[config.mk]
export PLATFORM = sky130hd
export DESIGN_NAME = regfile_sb
export DESIGN_NICKNAME = d
export VERILOG_FILES = /design/src/rtl/regfile_pkg.sv /design/src/rtl/regfile_sb_dec_onehot.sv /design/src/rtl/regfile_sb.sv
export SDC_FILE = /design/constraint.sdc
export NUM_CORES = 2
export LEC_CHECK = 0
export BUFFER_PORTS_ARGS = -buffer_cell sky130_fd_sc_hd__clkbuf_2
export CORE_AREA = 2 2 341 343
export CTS_CLUSTER_DIAMETER = 80
export DETAILED_ROUTE_END_ITERATION = 10
export DIE_AREA = 0 0 343 345
export PLACE_DENSITY = 0.66
export SLEW_MARGIN = 10
export SYNTH_ARGS = -nofsm -noshare
export SYNTH_HDL_FRONTEND = slang
export SYNTH_HIERARCHICAL = 1
export SYNTH_SLANG_ARGS = --single-unit
[constraint.sdc]
create_clock -name clk -period 19.7 [get_ports clk]
set_input_delay 3.94 -clock clk [delete_from_list [all_inputs] [get_ports clk]]
set_output_delay 3.94 -clock clk [all_outputs]
set_load 0.03 [all_outputs]
[src/rtl/regfile_pkg.sv]
// Shared sizing and well-known register numbers for the MIPS register file
// with its pending-write scoreboard.
package regfile_pkg;

    localparam int DEF_DATA_W = 32;
    localparam int DEF_ADDR_W = 5;
    localparam int NUM_REGS   = 2 ** DEF_ADDR_W;

    localparam logic [DEF_ADDR_W-1:0] REG_ZERO = 5'd0;
    localparam logic [DEF_ADDR_W-1:0] REG_RA   = 5'd31;

endpackage

[src/rtl/regfile_sb_dec_onehot.sv]
// Address to one-hot decoder with enable; all outputs low when disabled.
module dec_onehot #(
    parameter int ADDR_W = 5
) (
    input  logic                     en_i,
    input  logic [ADDR_W-1:0]        addr_i,
    output logic [(1<<ADDR_W)-1:0]   onehot_o
);

    always_comb begin
        onehot_o = '0;
        if (en_i) begin
            onehot_o[addr_i] = 1'b1;
        end
    end

endmodule

[src/rtl/regfile_sb.sv]
// MIPS general register file: one decoded write port, two bypassed read ports,
// and a scoreboard of registers still owed a result by a multi-cycle unit.
module regfile_sb
    import regfile_pkg::*;
#(
    parameter int DATA_W = DEF_DATA_W,
    parameter int ADDR_W = DEF_ADDR_W
) (
    input  logic              clk,
    input  logic              rst_n,
    input  logic              we,
    input  logic [ADDR_W-1:0] waddr,
    input  logic [DATA_W-1:0] wdata,
    input  logic [ADDR_W-1:0] raddr1,
    input  logic [ADDR_W-1:0] raddr2,
    output logic [DATA_W-1:0] rdata1,
    output logic [DATA_W-1:0] rdata2,
    input  logic              issue,
    input  logic [ADDR_W-1:0] issue_addr,
    output logic              hazard1,
    output logic              hazard2,
    output logic [ADDR_W:0]   pending_cnt
);

    localparam int NREGS = 1 << ADDR_W;
    localparam logic [ADDR_W-1:0] ZERO_A = ADDR_W'(REG_ZERO);

    logic [DATA_W-1:0] regs_q [NREGS];
    logic [DATA_W-1:0] regs_d [NREGS];
    logic [NREGS-1:0]  pend_q, pend_d;
    logic [NREGS-1:0]  wr_hot, set_hot, clr_hot;
    logic [ADDR_W:0]   cnt_q, cnt_d;
    logic              wr_en, set_en;
    logic              hit1, hit2;

    function automatic logic [ADDR_W:0] popcount(input logic [NREGS-1:0] v);
        logic [ADDR_W:0] c;
        c = '0;
        for (int i = 0; i < NREGS; i++) begin
            c = c + (ADDR_W+1)'(v[i]);
        end
        return c;
    endfunction

    // $0 is excluded at the decoder enables, so neither its storage nor its
    // pending bit can ever leave zero.
    assign wr_en  = we && (waddr != ZERO_A);
    assign set_en = issue && (issue_addr != ZERO_A);

    dec_onehot #(.ADDR_W(ADDR_W)) u_dec_wr (
        .en_i     (wr_en),
        .addr_i   (waddr),
        .onehot_o (wr_hot)
    );

    dec_onehot #(.ADDR_W(ADDR_W)) u_dec_set (
        .en_i     (set_en),
        .addr_i   (issue_addr),
        .onehot_o (set_hot)
    );

    always_comb begin
        regs_d = regs_q;
        for (int i = 0; i < NREGS; i++) begin
            if (wr_hot[i]) begin
                regs_d[i] = wdata;
            end
        end
    end

    // Set is OR-ed in after the clear so a newer producer keeps the bit owed.
    always_comb begin
        clr_hot = wr_hot & pend_q;
        pend_d  = (pend_q & ~clr_hot) | set_hot;
        cnt_d   = popcount(pend_d);
    end

    always_ff @(posedge clk) begin
        if (!rst_n) begin
            for (int i = 0; i < NREGS; i++) begin
                regs_q[i] <= '0;
            end
            pend_q <= '0;
            cnt_q  <= '0;
        end else begin
            regs_q <= regs_d;
            pend_q <= pend_d;
            cnt_q  <= cnt_d;
        end
    end

    assign hit1 = we && (waddr == raddr1);
    assign hit2 = we && (waddr == raddr2);

    // Outputs are forced quiet while reset is held, before the clearing edge.
    always_comb begin
        rdata1  = '0;
        rdata2  = '0;
        hazard1 = 1'b0;
        hazard2 = 1'b0;
        if (rst_n) begin
            rdata1  = (hit1 && raddr1 != ZERO_A) ? wdata : regs_q[raddr1];
            rdata2  = (hit2 && raddr2 != ZERO_A) ? wdata : regs_q[raddr2];
            hazard1 = pend_q[raddr1] && !hit1;
            hazard2 = pend_q[raddr2] && !hit2;
        end
    end

    assign pending_cnt = cnt_q;

endmodule

### Word-level counts from Yosys, hierarchy flattened

Index checks and enable logic that the tools add are counted.
W data, S select, Z words.

* add/sub/neg operators: 31
* magnitude comparators: 8
* equal/unequal tests: 2
* multiplexer cells: 22
* bitwise logic cells: 6
* reduce and logical (&&, ||, !) cells: 16

Operators by type and width (number)
* $bmux W32 S5: 2
* $mux W32: 10
* $add A6 B1 Y6: 26
* $and A32 B32 Y32: 2
* $not A32 Y32: 1
* $or A32 B32 Y32: 1
* $lt A5 B6 Y1 const B: 4
* $reduce_bool A5 Y1: 4
* $ge A6 B6 Y1 const B: 2
* $not A5 Y6: 2
* $bmux W1 S5: 2
* $demux W1 S5: 2
* $eq A5 B5 Y1: 2
* $ge A5 B1 Y1 const B: 2
* $logic_and A1 B1 Y1: 10
* $add A5 B1 Y6: 1
* $mux W1: 6
* $add A4 B1 Y5: 1
* $add A3 B1 Y4: 1
* $add A2 B1 Y3: 1
* $add A1 B1 Y2: 1
* $logic_not A1 Y1: 2

* flip-flop bits (word level): 1062
* bits of input ports: 56
* output and inout port bits: 72
* word-level logic and storage cells: 119

### Logic depth before layout (Yosys ltp)

* depth in word-level cells: 40
* gate-level depth with buffers: 25
* mapped depth without buffers: 24

### By module

The synthesis kept the hierarchy.

By module, submodules not included
* regfile_sb: instances 1, cells an instance 5294, area an instance 56360.3 um^2, sequential area each 21260.4 um^2
* dec_onehot: instances 2, cells an instance 47, area an instance 230.2 um^2, sequential area each 0.0 um^2

### Worst setup path before layout

Ideal clock, no wire load.

* path type: input-to-output
* from: in raddr1[0]
* to: out hazard1
* arrival time: 5.777 ns
* data required time: 15.760 ns
* path slack: 9.983 ns
* cell stages on the path: 8
* path buffers: 3
* cell sequence: buf_6 -> buf_6 -> buf_6 -> mux2i_1 -> a221oi_1 -> a22oi_1 -> o21a_1 -> o31ai_1

* longest elaborated chain between the ends: 5
* elaborated cells between the ends (all ways): 7
* those cells by class: 1 x eq/ne; 3 x mux; 3 x reduce/logical

RTL lines
* from (decl): RTL line regfile_sb.sv:14 `input logic [ADDR_W-1:0] raddr1,`
* parallel branches: the longest is 3 deep, another holds $bmux W1 S5
* $logic_and A1 B1 Y1 *: RTL line regfile_sb.sv:104 `hazard1 = pend_q[raddr1] && !hit1;`
* $mux W1 *: RTL line regfile_sb.sv:101 `if (rst_n) begin`
* to (decl): RTL line regfile_sb.sv:20 `output logic hazard1,`

Mark *: on every way between the ends. The select of a mux whose other input is x is not followed.

### Worst setup path after layout

* from: in raddr1[1]
* to: out rdata1[31]

* longest elaborated chain between the ends: 6
* elaborated cells between the ends (all ways): 10
* those cells by class: 1 x eq/ne; 5 x mux; 1 x bitwise; 3 x reduce/logical

RTL lines
* $not A5 Y6 (not written as such): RTL line regfile_sb.sv:102 `rdata1 = (hit1 && raddr1 != ZERO_A) ? wdata : regs_q[raddr1];`
* $bmux W32 S5: RTL line regfile_sb.sv:102
* $mux W32 (not written as such) (2 in a row): RTL line regfile_sb.sv:102
* $mux W32 *: RTL line regfile_sb.sv:102
* $mux W32 *: RTL line regfile_sb.sv:101
* to (decl): RTL line regfile_sb.sv:16 `output logic [DATA_W-1:0] rdata1,`

Mark *: on every way between the ends. The rest lies on a longest branch, timed or not. The select of a mux whose other input is x is not followed.

==> metrics <==
status=finished clean; starting density of the core=0.494; reg2reg path depth=18; HP Start=regs_q[928]; number of vias per cell=6.32; Buf+Inv Stages, Crit Path=4; Vias=roughly 43000; die area=118000 µm²; max-slew violation count=0; combinational family with the most area after synthesis=multiplexers; synthesized cell area=about 57000 µm²; final net count=5195; initial antenna violation count=10; routed len/inst=27.1 µm; reg2reg end=pending_cnt[4]; Synth Area in XOR/XNOR=0.00185; Seq/Total Area, Yosys=0.374; Final Cycle Share=0.614; Hold WS=0.510 ns; hpwl dp=94800 µm; Final Hold Fails=0; Detailed Routing Iterations Pass 1=6; CP Depth=9; post-CTS setup buffer count=0; M1 WL=77800 µm; global-route wire length before repair=approximately 270000 µm; CTS sink count=1062; Fill cells=about 10000; CTS Buf Count=113; Clk Tree Root Cell=clkbuf_16; CTS tree=yes; synthesized flop and latch total=around 1100; Worst Setup Path Type=in2out; Total GRT Usage=0.301; worst vdd ir=0.0845 mV; origin of the worst setup path=raddr1[1]; Slew @ Worst Pin=1.20 ns; Static Leak=0.0218 µW; WP data required=15.76 ns; pin count of the biggest net entering global routing=127; Met2 Wirelength=81600 µm; RSZ-0062 raised after global routing=false; origin of the critical flop-to-flop path=pend_q[27]; total core area=115000 µm²; slew margin rel.=0.200; Die Wd=343 µm; Synth Area per Inst=10.5 µm²; total wire length=183000 µm; syn nets=5475; Compound-Gate Fraction of Synth Area=0.0697; hold_buf cts=0; H-tree depth=3; pwr/cell area=81.0 nW/µm²; post-CTS sizing=0; Worst path slowest cell=buf_4; post-synthesis cell count=approximately 5400; CP top delay family=buffers and inverters; ys flop type=dfxtp_1; gr ovfl total=0; Port Buf Inserts=127; Startpoint Class=input port; Rows=125; YS warnings=6; clock-pin slew on the worst setup and hold paths=0.06 ns; setup TNS=0 ns; Critical Path AT=8.16 ns; max cap viols=0; EDFF count, synth=0; I/O pin total=~130; worst-skew pair later-pin latency=0.71 ns; Final Skew=0.0104 ns; count of different cell masters after synthesis=54; vias in the first global route=40600; pre-CTS setup slack=7.63 ns; residual DRC count=0; 1st-iter DRT viols=4704; CP peak stage delay=roughly 0.90 ns; post-synthesis simple-gate area fraction=0.0961; Fmax achieved=82.6 MHz; Top Metal Used=met5; share of layout cells above drive strength 1=0.167; final worst path period need=12.10 ns; Area Overhead vs Synth=8.88%; Die Height=345 µm; multiplexer share of the synthesized area=0.396; Crit Path Max Fanout=85; wire length on met3=15800 µm; setup violators final=0; R2R Setup Slk=14.57 ns; final RePlAce weighted congestion=0.806; setup ws final=~7.6 ns; worst-path cell chain=buf_8, buf_4, buf_4, mux4_2, nor2b_1, a211oi_1, a211oi_1, a211o_1, clkbuf_2; Synth Area in Adders=0.0100; CP Capture Type=output pin; CTS Buffer Depth=3; crit path to=rdata1[31]; post-route ant nets=0; hold crit path type=reg2reg; Async SR Flop Fraction=0
-- worst min-delay path: stages (launching register included) --
cell	delay, ns
dfxtp_1	0.34
mux2i_1	0.07
nor2_1	0.07
-- how the worst min path moves through the flow --
stage,slack (ns),cells past startpoint,endpoint
2_1_floorplan,0.47,2,regs_q[288]
3_3_place_gp,0.49,2,regs_q[436]
3_5_place_dp,0.50,2,regs_q[302]
4_1_cts,0.51,2,regs_q[440]
5_1_grt,0.53,2,regs_q[558]
6_report,0.51,2,regs_q[928]
-- cell usage after synthesis, types with 41 or more instances --
cell type / count / area [µm²]
a211oi_1: 55 / 413
a21o_1: 57 / 428
a21oi_1: 45 / 225
a221oi_1: 132 / 1160
a22oi_1: 66 / 495
buf_2: 103 / 515
buf_4: 41 / 308
clkbuf_1: 407 / 1530
dfxtp_1: 1062 / 21300
inv_1: 62 / 233
mux2i_1: 1352 / 13500
mux4_2: 398 / 8960
nand2_1: 133 / 499
nor2_1: 1104 / 4140
-- state kept, by name, indices dropped and copies added (netlist names) --
signal,cells
pending_cnt,6
pend_q,32
regs_q,1024
-- cell families after synthesis --
logic type      count (synthesis)
simple gates                 1360
xor+xnor                       12
buf+inv                       667
compound gates                506
mux                          1750
flops                        1062
fa+ha+maj                      31
-- power by group --
part	switching (µW)	internal [µW]	total, µW
combinational	314	138	451
clock	943	1440	2380
sequential	11.9	2160	2180
-- per-layer routing --
metal / up-vias / track usage
met5: - / 0
li1: 18900 / -
met2: 1871 / 0.461
met4: 10 / 0.117
met1: 21400 / 0.420
met3: 427 / 0.0557
-- metrics by stage --
stage,utilization,instance area (µm²),instances,power (µW)
after detailed placement,0.501,57700,6517,2670
after floorplan,-,56800,5388,2540
final,0.537,61900,6736,5010
after CTS,0.537,61900,6732,5030
after global routing,0.537,61900,6733,5140
after global placement,0.501,57700,6517,2660
-- cells in the final DEF, fill, tap and decap left out, types with 57 or more instances in the layout --
cell type  synthesis  routed
inv_1             62      59
nor2_1          1104    1070
mux2i_1         1352    1352
nand2_1          133     133
clkbuf_16          0     115
dfxtp_1         1062    1062
mux4_2           398     398
clkbuf_2           0     119
a21o_1            57      57
buf_4             41      81
a221oi_1         132     132
a22oi_1           66      66
-- area by class of cell --
type	count	area, µm²	share of cell area
sequential	1062	21300	0.344
clock inverter	67	971	0.0157
tap	1524	1910	0.0308
inverter	63	248	0.00400
clock buffer	148	3210	0.0519
multi-input combinational	3659	32900	0.532
timing repair buffer	209	1350	0.0218
antenna	4	10.0	0.000162
(Power assumes the default switching activity.)
